==> src/rtl/instr_encoder.sv <==
// Encodes MIPS-style requests into imem writes; word appears on imem_* one cycle after accept, one word per 2 cycles.
// req_ready is high only in IDLE, so requests are held off during WRITE/HALT and forever once DONE or FULL.
module instr_encoder (
   input  logic        clk,
   input  logic        reset,
   input  logic        req_valid,
   output logic        req_ready,
   input  logic [2:0]  req_op,
   input  logic [4:0]  req_rs,
   input  logic [4:0]  req_rt,
   input  logic [4:0]  req_rd,
   input  logic [5:0]  req_funct,
   input  logic [15:0] req_imm,
   input  logic [25:0] req_target,
   input  logic        req_last,
   output logic        imem_we,
   output logic [7:0]  imem_addr,
   output logic [31:0] imem_wdata,
   output logic [8:0]  word_count,
   output logic        done,
   output logic        full,
   output logic        err
);

   localparam logic [2:0] S_IDLE  = 3'd0;
   localparam logic [2:0] S_WRITE = 3'd1;
   localparam logic [2:0] S_HALT  = 3'd2;
   localparam logic [2:0] S_DONE  = 3'd3;
   localparam logic [2:0] S_FULL  = 3'd4;

   logic [2:0]  state;
   logic [7:0]  ptr;
   logic        last_q;
   logic        we_q;
   logic        legal;
   logic [31:0] enc_word;

   always_comb begin
      legal    = 1'b1;
      enc_word = 32'd0;
      case (req_op)
         3'd0: enc_word = {6'b000000, req_rs, req_rt, req_rd, 5'b00000, req_funct};
         3'd1: enc_word = {6'b100011, req_rs, req_rt, req_imm};
         3'd2: enc_word = {6'b101011, req_rs, req_rt, req_imm};
         3'd3: enc_word = {6'b000100, req_rs, req_rt, req_imm};
         3'd4: enc_word = {6'b000101, req_rs, req_rt, req_imm};
         3'd5: enc_word = {6'b000010, req_target};
         default: legal = 1'b0;
      endcase
   end

   always_ff @(posedge clk) begin
      if (reset) begin
         state      <= S_IDLE;
         ptr        <= 8'd0;
         word_count <= 9'd0;
         we_q       <= 1'b0;
         imem_addr  <= 8'd0;
         imem_wdata <= 32'd0;
         err        <= 1'b0;
         last_q     <= 1'b0;
      end else begin
         case (state)
            S_IDLE: begin
               if (req_valid) begin
                  if (legal) begin
                     we_q       <= 1'b1;
                     imem_addr  <= ptr;
                     imem_wdata <= enc_word;
                     last_q     <= req_last;
                     state      <= S_WRITE;
                  end else begin
                     err <= 1'b1;
                  end
               end
            end
            S_WRITE: begin
               if (word_count != 9'd256)
                  word_count <= word_count + 9'd1;
               if (ptr != 8'd255)
                  ptr <= ptr + 8'd1;
               // Halt word goes right after the last instruction, unless that was the final address.
               if (last_q && ptr != 8'd255) begin
                  we_q       <= 1'b1;
                  imem_addr  <= ptr + 8'd1;
                  imem_wdata <= {6'b000010, 18'd0, ptr + 8'd1};
                  state      <= S_HALT;
               end else if (ptr == 8'd255) begin
                  we_q  <= 1'b0;
                  err   <= err | last_q;
                  state <= S_FULL;
               end else begin
                  we_q  <= 1'b0;
                  state <= S_IDLE;
               end
            end
            S_HALT: begin
               if (word_count != 9'd256)
                  word_count <= word_count + 9'd1;
               we_q  <= 1'b0;
               state <= S_DONE;
            end
            S_DONE, S_FULL: we_q <= 1'b0;
            default: begin
               we_q  <= 1'b0;
               state <= S_IDLE;
            end
         endcase
      end
   end

   // Reset must kill a write already presented in this cycle.
   assign imem_we   = we_q & ~reset;
   assign req_ready = (state == S_IDLE);
   assign done      = (state == S_DONE);
   assign full      = (state == S_FULL);

endmodule

==> config.mk <==
export PLATFORM = sky130hd
export DESIGN_NAME = instr_encoder
export DESIGN_NICKNAME = d
export VERILOG_FILES = /design/src/rtl/instr_encoder.sv
export SDC_FILE = /design/constraint.sdc
export NUM_CORES = 1
export LEC_CHECK = 0
export CAP_MARGIN = 20
export CORE_UTILIZATION = 45
export DETAILED_ROUTE_END_ITERATION = 16
export PLACE_DENSITY = 0.8
export SLEW_MARGIN = 20
export SYNTH_ARGS = -nofsm -noshare
export SYNTH_HDL_FRONTEND = slang
export SYNTH_SLANG_ARGS = --single-unit
==> constraint.sdc <==
create_clock -name clk -period 2.35 [get_ports clk]
set_input_delay 0.235 -clock clk [delete_from_list [all_inputs] [get_ports clk]]
set_output_delay 0.235 -clock clk [all_outputs]
set_load 0.005 [all_outputs]
; ---- Yosys cells after proc, flatten, opt, wreduce, memory -nomap -nowiden
; Index checks and enable logic that the tools add are counted.
[word_totals]
register_bits = 63
input_bits = 70
[op_classes]
n_mux = 24
addsub = 2
eq_ne = 18
n_reduce_logical = 14
bitwise = 4
[op_table]
columns = operator, count
row1 = $pmux 32 s6, 1
row2 = $mux 32, 3
row3 = $pmux 32 s2, 1
row4 = $mux 8, 3
row5 = $pmux 8 s2, 1
row6 = $eq 3x2->1 const B, 4
row7 = $mux 3, 4
row8 = $pmux 3 s4, 1
row9 = $ne 2x2->1 const B, 5
row10 = $add 9x1->9 const B, 1
row11 = $eq 3x3->1 const B, 3
row12 = $ne 9x9->1 const B, 1
row13 = $add 8x1->8 const B, 1
row14 = $eq 8x8->1 const B, 1
row15 = $mux 1, 8
row16 = $ne 8x8->1 const B, 1
row17 = $eq 3x1->1 const B, 2
row18 = $logic_not 3->1, 2
row19 = $reduce_and 2->1, 3
row20 = $reduce_and 3->1, 2
row21 = $reduce_or 6->1, 1
row22 = $reduce_and 5->1, 1
row23 = $pmux 1 s2, 2
row24 = $reduce_and 4->1, 1
row25 = 7 further kinds, 9

; ---- Longest topological paths before layout
; Gate-level depths: netlist of run 1.
[logic_depth]
word_depth = 6
depth_mapped = 7
mapped_depth_nobuf = 6

; ---- Least setup slack after synthesis of run 1
; OpenSTA, ideal clock, no wires.
[synth_path]
path_type = register -> register
from = register ptr[0]
to = register imem_wdata[24]
arrival_ps = 1690
setup_ps = 60
required_time_ps = 2290
synth_period_minus_slack_ps = 1749
n_path_buf = 1
stages_incl_launch_ff = 7
slack_ps = 601
path_cell_list = dfxtp_1 -> ha_1 -> and3_1 -> a21oi_2 -> nor3_2 -> buf_2 -> a22o_1
[synth_via]
elab_chain_len = 4
[synth_lines]
columns = element, line
row1 = from (decl), 32  ; logic [7:0] ptr;
row2 = from (signal assigned), 81  ; ptr <= ptr + 8'd1;
row3 = $ne 8x8->1, 83  ; if (last_q && ptr != 8'd255) begin
row4 = $logic_and 1x1->1, 83
row5 = $ne 2x2->1 (no line), --
row6 = $reduce_and 4->1 (no line), --
row7 = to (signal assigned), 69  ; imem_wdata <= enc_word;
row8 = to (signal assigned), 86  ; imem_wdata <= {6'b000010, 18'd0, ptr + 8'd1};
row9 = to (decl), 18  ; output logic [31:0] imem_wdata,
; No other way between the ends.
; A chain may end at the register's enable or synchronous reset.

; ---- Worst setup path in the final report of run 1
[layout_path]
from = register state[2]
to = output req_ready
[layout_via]
elab_chain_len = 1
[layout_lines]
columns = element, line
row1 = from (decl), 31  ; logic [2:0] state;
row2 = from (signal assigned), 54  ; state <= S_IDLE;
row3 = from (signal assigned), 71  ; state <= S_WRITE;
row4 = from (signal assigned), 87  ; state <= S_HALT;
row5 = $logic_not 3->1, 114  ; assign req_ready = (state == S_IDLE);
row6 = to (decl), 7  ; output logic req_ready,
; No other way between the ends.

==> results of run 1 <==
[kinds of logic after synthesis]
kind of cell / Yosys count / synth area share (%)
AO/OA/AOI/OAI: 136 / 29.86
XOR/XNOR: 18 / 4.556
adder cells (fa/ha/maj): 3 / 1.085
buffers and inverters: 44 / 6.110
flip-flops: 62 / 35.86
multiplexers: 14 / 4.483
other: 1 / 0.1084
AND/OR/NAND/NOR: 110 / 17.93
[synthesized netlist by cell type, drive strengths merged (4+ instances only)]
master   instances
dfxtp           62
a21oi           26
a22o            25
nand2           21
nor2            20
o2bb2ai         19
nor3            18
clkbuf          17
buf             16
xnor2           15
a22oi           13
o21ai           13
mux2            12
inv             11
nand3           10
a211oi           5
a221oi           5
a222oi           5
a311oi           5
nand2b           5
nor2b            5
nand3b           4
nand4            4
nor4b            4
o31ai            4
o32ai            4
[final cells by class]
class / instances / area, µm² / share of cell area [%]
clock buffers: 11 / 151.4 / 3.023
inverters: 11 / 41.29 / 0.8246
well taps: 99 / 123.9 / 2.474
multi-input cells: 282 / 2008 / 40.11
repair buffers: 142 / 1371 / 27.39
clock inverters: 4 / 70.07 / 1.399
flip-flops and latches: 62 / 1241 / 24.79
[flip-flops by register name, summed over array words and instances (netlist names)]
register,flops
ptr,8
last_q,1
state,3
err,1
word_count,9
we_q,1
imem_wdata,31
imem_addr,8
[final timing paths]
| check | startpoint | end |
|---|---|---|
| max | state[2] | req_ready |
| min | imem_wdata[9] | imem_wdata[9] |
| max reg2reg | ptr[0] | err |
| min reg2reg | imem_wdata[9] | imem_wdata[9] |
[where the power goes]
group | internal, µW | total (µW) | leakage (µW) | switching (µW)
Combinational | 336 | 587 | 0.00114 | 251
Clock | 645 | 1050 | 0.000115 | 401
Sequential | 1110 | 1150 | 0.000505 | 41.4
[stage by stage]
stage               util (%)  instances  power [µW]  area (µm²)  setup slack, ps
floorplan                  -        388        1445        3461            600.7
global placement       65.28        596        1740        4786            175.7
detailed placement     65.28        596        1753        4786            98.30
CTS                    68.31        611        2797        5007            134.4
global route           68.31        611        2914        5007            41.62
finish                 68.31        611        2783        5007            116.1
[layer usage]
metal	track usage [%]	routed length, µm	vias up
li1	-	-	1723
met1	34.53	4274	1717
met2	44.01	4951	165
met3	7.038	750	33
met4	13.42	403	0
met5	0	0	-
==> results.cfg, run 1 <==
[outcome]
run_status = complete, no violations

[worst_setup_path]
path_cells = nor3_1 -> clkdlybuf4s50_1
timing.setup.critical_path_class = reg2out
crit_cells = 2
cells_on_worst_reg2reg_path = 5
path_max_fanout = 12
cp.buffers_inverters = 1
critical-path-slowest-cell = sky130_fd_sc_hd__clkdlybuf4s50_1
max_stage_delay_ps = 630
setup.reg_to_reg.worst_slack_ps = 220
critical_path_arrival_ps = 2000
startpoint_type = register
cpLargestDelayFamily = buffers and inverters
timing.critical_path.to_type = output pin
cp.required_ps = 2120

[clocking]
tritoncts = yes
cts_root_buf = sky130_fd_sc_hd__clkbuf_8
holdBufCountCts = 0
tritoncts_buffers = 9
cts.htree.levels = 3
clkTransAtPathRegs_ps = 70
cts.sink_count = 62
postCtsSetupRepairBufs = 0
cells_resized_by_post_cts_repair = 0
worst_skew_pair.late_latency_ps = 340
max-clock-path-buffers = 2

[yosys]
edff_count_synth = 0
netlist-cell-type-count = 59
synth_top_cell_by_area = sky130_fd_sc_hd__dfxtp_1
synth_nets = 461
synth-main-ff-cell = sky130_fd_sc_hd__dfxtp_1
post_synth.cell_area_avg_um2 = 8.920
mapped_cells = 388
synth-warning-count = 0
synth_sequential_area_ratio_pct = 35.86
async_reset_ff_share_pct = 0
post_synth_main_area_contributors = sky130_fd_sc_hd__dfxtp_1 36%, sky130_fd_sc_hd__a22o_1 6.3%, sky130_fd_sc_hd__o2bb2ai_1 4.8%
post-synth-top-area-fraction_pct = 35.86
mappedNetlistArea_um2 = 3461
synth-seq-cells = 62

[global_routing]
grt_pass1_vias = 3535
globalRouteTotalUtil_pct = 27.52
grt_first_pass_wirelength_mm = 16.77
antenna_found_initial = 0
grt_start_max_net_pins = 26
globalRoute.totalOverflow = 0

[placement]
gp_routability_congestion = 0.8550
placement.io_buffers = 122
hpwlAfterDp_mm = 7.701

[final_layout]
leading_cell_type_in_the_layout_fill_and_taps_excluded = sky130_fd_sc_hd__clkdlybuf4s50_1
fill_cells = 571
total_number_of_nets_in_the_final_design = 581
n_antenna_cell = 0
mostFrequentLayoutCells = 122 x sky130_fd_sc_hd__clkdlybuf4s50_1, 62 x sky130_fd_sc_hd__dfxtp_1, 25 x sky130_fd_sc_hd__a22o_1, 25 x sky130_fd_sc_hd__a21oi_1
syn2layout_area_growth_pct = 44.69
drive_above_1_share_pct = 10.94

[timing]
timing_worst_slew_pin_value_ps = 1004
totalNegativeSetupSlack_ps = 0
setup-violations-final = 0
finalWorstPathRequiredPeriod_ps = 2234
final_min_period_over_clock_period_pct = 95.06
final-hold-violation-count = 0
drv_slew = 0
rsz0062_at_grt = no
max_slew_margin_pct = 32.95
clock.fmax_mhz = 447.7
finalHoldWorstSlack_ps = 465.4
final.setup_skew_ps = 7.277

[floorplanning]
floorplan.die.width_um = 89.70
core_box_area_um2 = 7331
top_level_ports = 124
row_count = 31
fp.dieH_um = 89.70
initial_utilization_pct = 47.21
area_of_the_die_um2 = 8045

[power]
leakagePower_uw = 0.001764
power.density_cell_area_nw_per_um2 = 555.8
worst_ir_drop_vdd_uv = 357.3

[drt]
final_antenna_net_count = 0
detail_route.wl_per_cell_um = 16.99
route.final.wire_length_mm = 10.38
detailroute.via_count = 3638
detail_route.first_pass.iterations = 6
drt_iter0_drc = 320
vias_per_inst = 5.954
route.detailed.drc = 0

[run]
max_cap_viol = 0

[hold_path]
timing.hold.worst.class = reg2reg
hold_depth = 1
(Power assumes the default switching activity.)
==> run 2, diff against run 1 <==
--- a/config.mk
+++ b/config.mk
@@ -6,6 +6,7 @@
 export NUM_CORES = 1
 export LEC_CHECK = 0
 export CAP_MARGIN = 20
+export CORE_ASPECT_RATIO = 1.4
 export CORE_UTILIZATION = 45
 export DETAILED_ROUTE_END_ITERATION = 16
 export PLACE_DENSITY = 0.8
==> run 2 against run 1 <==
Die area is essentially flat. Sequential cell count is the same. Worst setup slack gained 160 ps. Non-clock buffer count is the same. Sequential power is essentially flat. Utilization shrank 1.5 points. Register-to-register slack gained 50 ps. Count of clock-buffer cells in the layout is the same. Largest power group unchanged.
==> results.cfg, run 2 (same netlist as run 1, synthesis figures left out) <==
[global_routing]
grt_most_used_layer = met2
antenna_found_initial = 0
globalRoute.totalOverflow = 0
grt_pass1_vias = 3409
grt_start_max_net_pins = 23
globalRouteTotalUtil_pct = 26.80
globalRouteMet1Util_pct = 32.35
grt.met2_usage_pct = 47.66
grt_first_pass_wirelength_mm = 17.19
grt_use_met3_pct = 6.667

[clocking]
tritoncts = yes
cts.htree.levels = 3
tritoncts_buffers = 9
worst_skew_pair.late_latency_ps = 350
postCtsSetupRepairBufs = 0
cells_resized_by_post_cts_repair = 0
max-clock-path-buffers = 2
cts.sink_count = 62
cts_root_buf = sky130_fd_sc_hd__clkbuf_8
holdBufCountCts = 0
clkTransAtPathRegs_ps = 70

[floorplanning]
top_level_ports = 124
initial_utilization_pct = 46.72
floorplan.die.width_um = 76.12
core_box_area_um2 = 7407
fp.dieH_um = 105.8
row_count = 37
area_of_the_die_um2 = 8050

[drt]
drt_iter0_drc = 153
detailroute.via_count = 3555
detail_route.wl_per_cell_um = 17.40
detail_route.first_pass.iterations = 5
route.final.wire_length_mm = 10.61
vias_per_inst = 5.828
final_antenna_net_count = 0
route.detailed.drc = 0

[worst_setup_path]
path_max_fanout = 18
path_cells = ha_1 -> and3_1 -> a21oi_2 -> nor3_2 -> a22o_1
critical-path-slowest-cell = sky130_fd_sc_hd__nor3_2
timing.critical_path.to_type = register
cp.required_ps = 2640
startpoint_type = register
cp.buffers_inverters = 0
timing.setup.critical_path_class = reg2reg
critical_path_arrival_ps = 2370
cpLargestDelayFamily = simple AND/OR/NAND/NOR gates
max_stage_delay_ps = 800

[final_layout]
mostFrequentLayoutCells = 122 x sky130_fd_sc_hd__clkdlybuf4s50_1, 62 x sky130_fd_sc_hd__dfxtp_1, 25 x sky130_fd_sc_hd__a22o_1, 25 x sky130_fd_sc_hd__a21oi_1
n_antenna_cell = 0
post-route-util_pct = 66.82
biggestRegsByFlops = imem_wdata: 31 flops, word_count: 9 flops
leading_cell_type_in_the_layout_fill_and_taps_excluded = sky130_fd_sc_hd__clkdlybuf4s50_1
post-route-cell-area_um2 = 4950
total_number_of_nets_in_the_final_design = 581
drive_above_1_share_pct = 10.92
number_of_flip_flops_under_the_largest_register_name = 31
max_flop_register = imem_wdata
syn2layout_area_growth_pct = 43.02
fill_cells = 644

[run]
max_cap_viol = 0

[placement]
placement.io_buffers = 122
postPlaceCellArea_um2 = 4783
hpwlAfterDp_mm = 7.814
gp_routability_congestion = 0.8503
detailedPlace.worstSlack_ps = -59.03

[power]
power.switching_uw = 701.6
leakagePower_uw = 0.001741
power.share.switching_pct = 27.54
worst_ir_drop_vdd_uv = 321.0
share_comb_of_total_power_pct = 23.2
seqPwrFrac_pct = 45.0
clock_power_share_pct = 31.9
power.density_cell_area_nw_per_um2 = 514.7
internal_power_uw = 1846

[timing]
final.setup_skew_ps = 7.674
final_min_period_over_clock_period_pct = 88.34
max_slew_margin_pct = 28.67
setup-violations-final = 0
clock.fmax_mhz = 481.7
final-hold-violation-count = 0
timing_worst_slew_pin_value_ps = 1064
finalWorstPathRequiredPeriod_ps = 2076
crit_path_setup_slack_layout_ps = 274.1
rsz0062_at_grt = no
drv_slew = 0

[outcome]
run_status = complete, no violations

[hold_path]
timing.hold.worst.class = in2reg
[run 2: per-layer routing]
| metal | share of wire, % | vias to the layer above | wire length (µm) |
|---|---|---|---|
| met5 | 0 | - | 0 |
| met4 | 0.87 | 0 | 92 |
| met1 | 43 | 1687 | 4568 |
| met2 | 49 | 135 | 5228 |
| li1 | - | 1723 | - |
| met3 | 6.8 | 10 | 725 |
[run 2: final timing paths]
| check | from | endpoint | slack, ps | cells past startpoint |
|---|---|---|---|---|
| max | ptr[1] | imem_wdata[16] | 270 | 5 |
| min | req_last | last_q | 460 | 3 |
| max reg2reg | ptr[1] | imem_wdata[16] | 270 | 5 |
| min reg2reg | imem_wdata[14] | imem_wdata[14] | 470 | 1 |
[run 2: worst reg2reg max path, stage by stage, from the launching register on]
cell                      delay (ps)
sky130_fd_sc_hd__dfxtp_1         400
sky130_fd_sc_hd__ha_1            240
sky130_fd_sc_hd__and3_1          220
sky130_fd_sc_hd__a21oi_2          90
sky130_fd_sc_hd__nor3_2          810
sky130_fd_sc_hd__a22o_1          270
[run 2: power by group through the flow]
stage | Sequential [µW] | Combinational (µW) | Clock, µW
CTS | 1150 | 591 | 833
floorplan | 1170 | 278 | 0
global route | 1150 | 636 | 875
detailed placement | 1170 | 586 | 0
global placement | 1170 | 579 | 0
finish | 1150 | 590 | 812
[run 2: per-stage QoR]
stage	TNS, ps	std cells	power (µW)	hold slack (ps)
final	0	610	2548	458.0
after CTS	0	610	2569	456.7
after global routing	0	610	2662	460.4
after global placement	0	594	1747	450.5
after floorplan	0	388	1445	371.0
after detailed placement	-126.8	594	1754	448.7
[run 2: area by class of cell]
class	instances	area (µm²)	share of cell area, %
flip-flops and latches	62	1241	25.08
clock inverters	5	25.02	0.5056
repair buffers	142	1371	27.70
inverters	11	41.29	0.8342
multi-input cells	282	2008	40.57
well taps	97	121.4	2.452
clock buffers	11	141.4	2.856
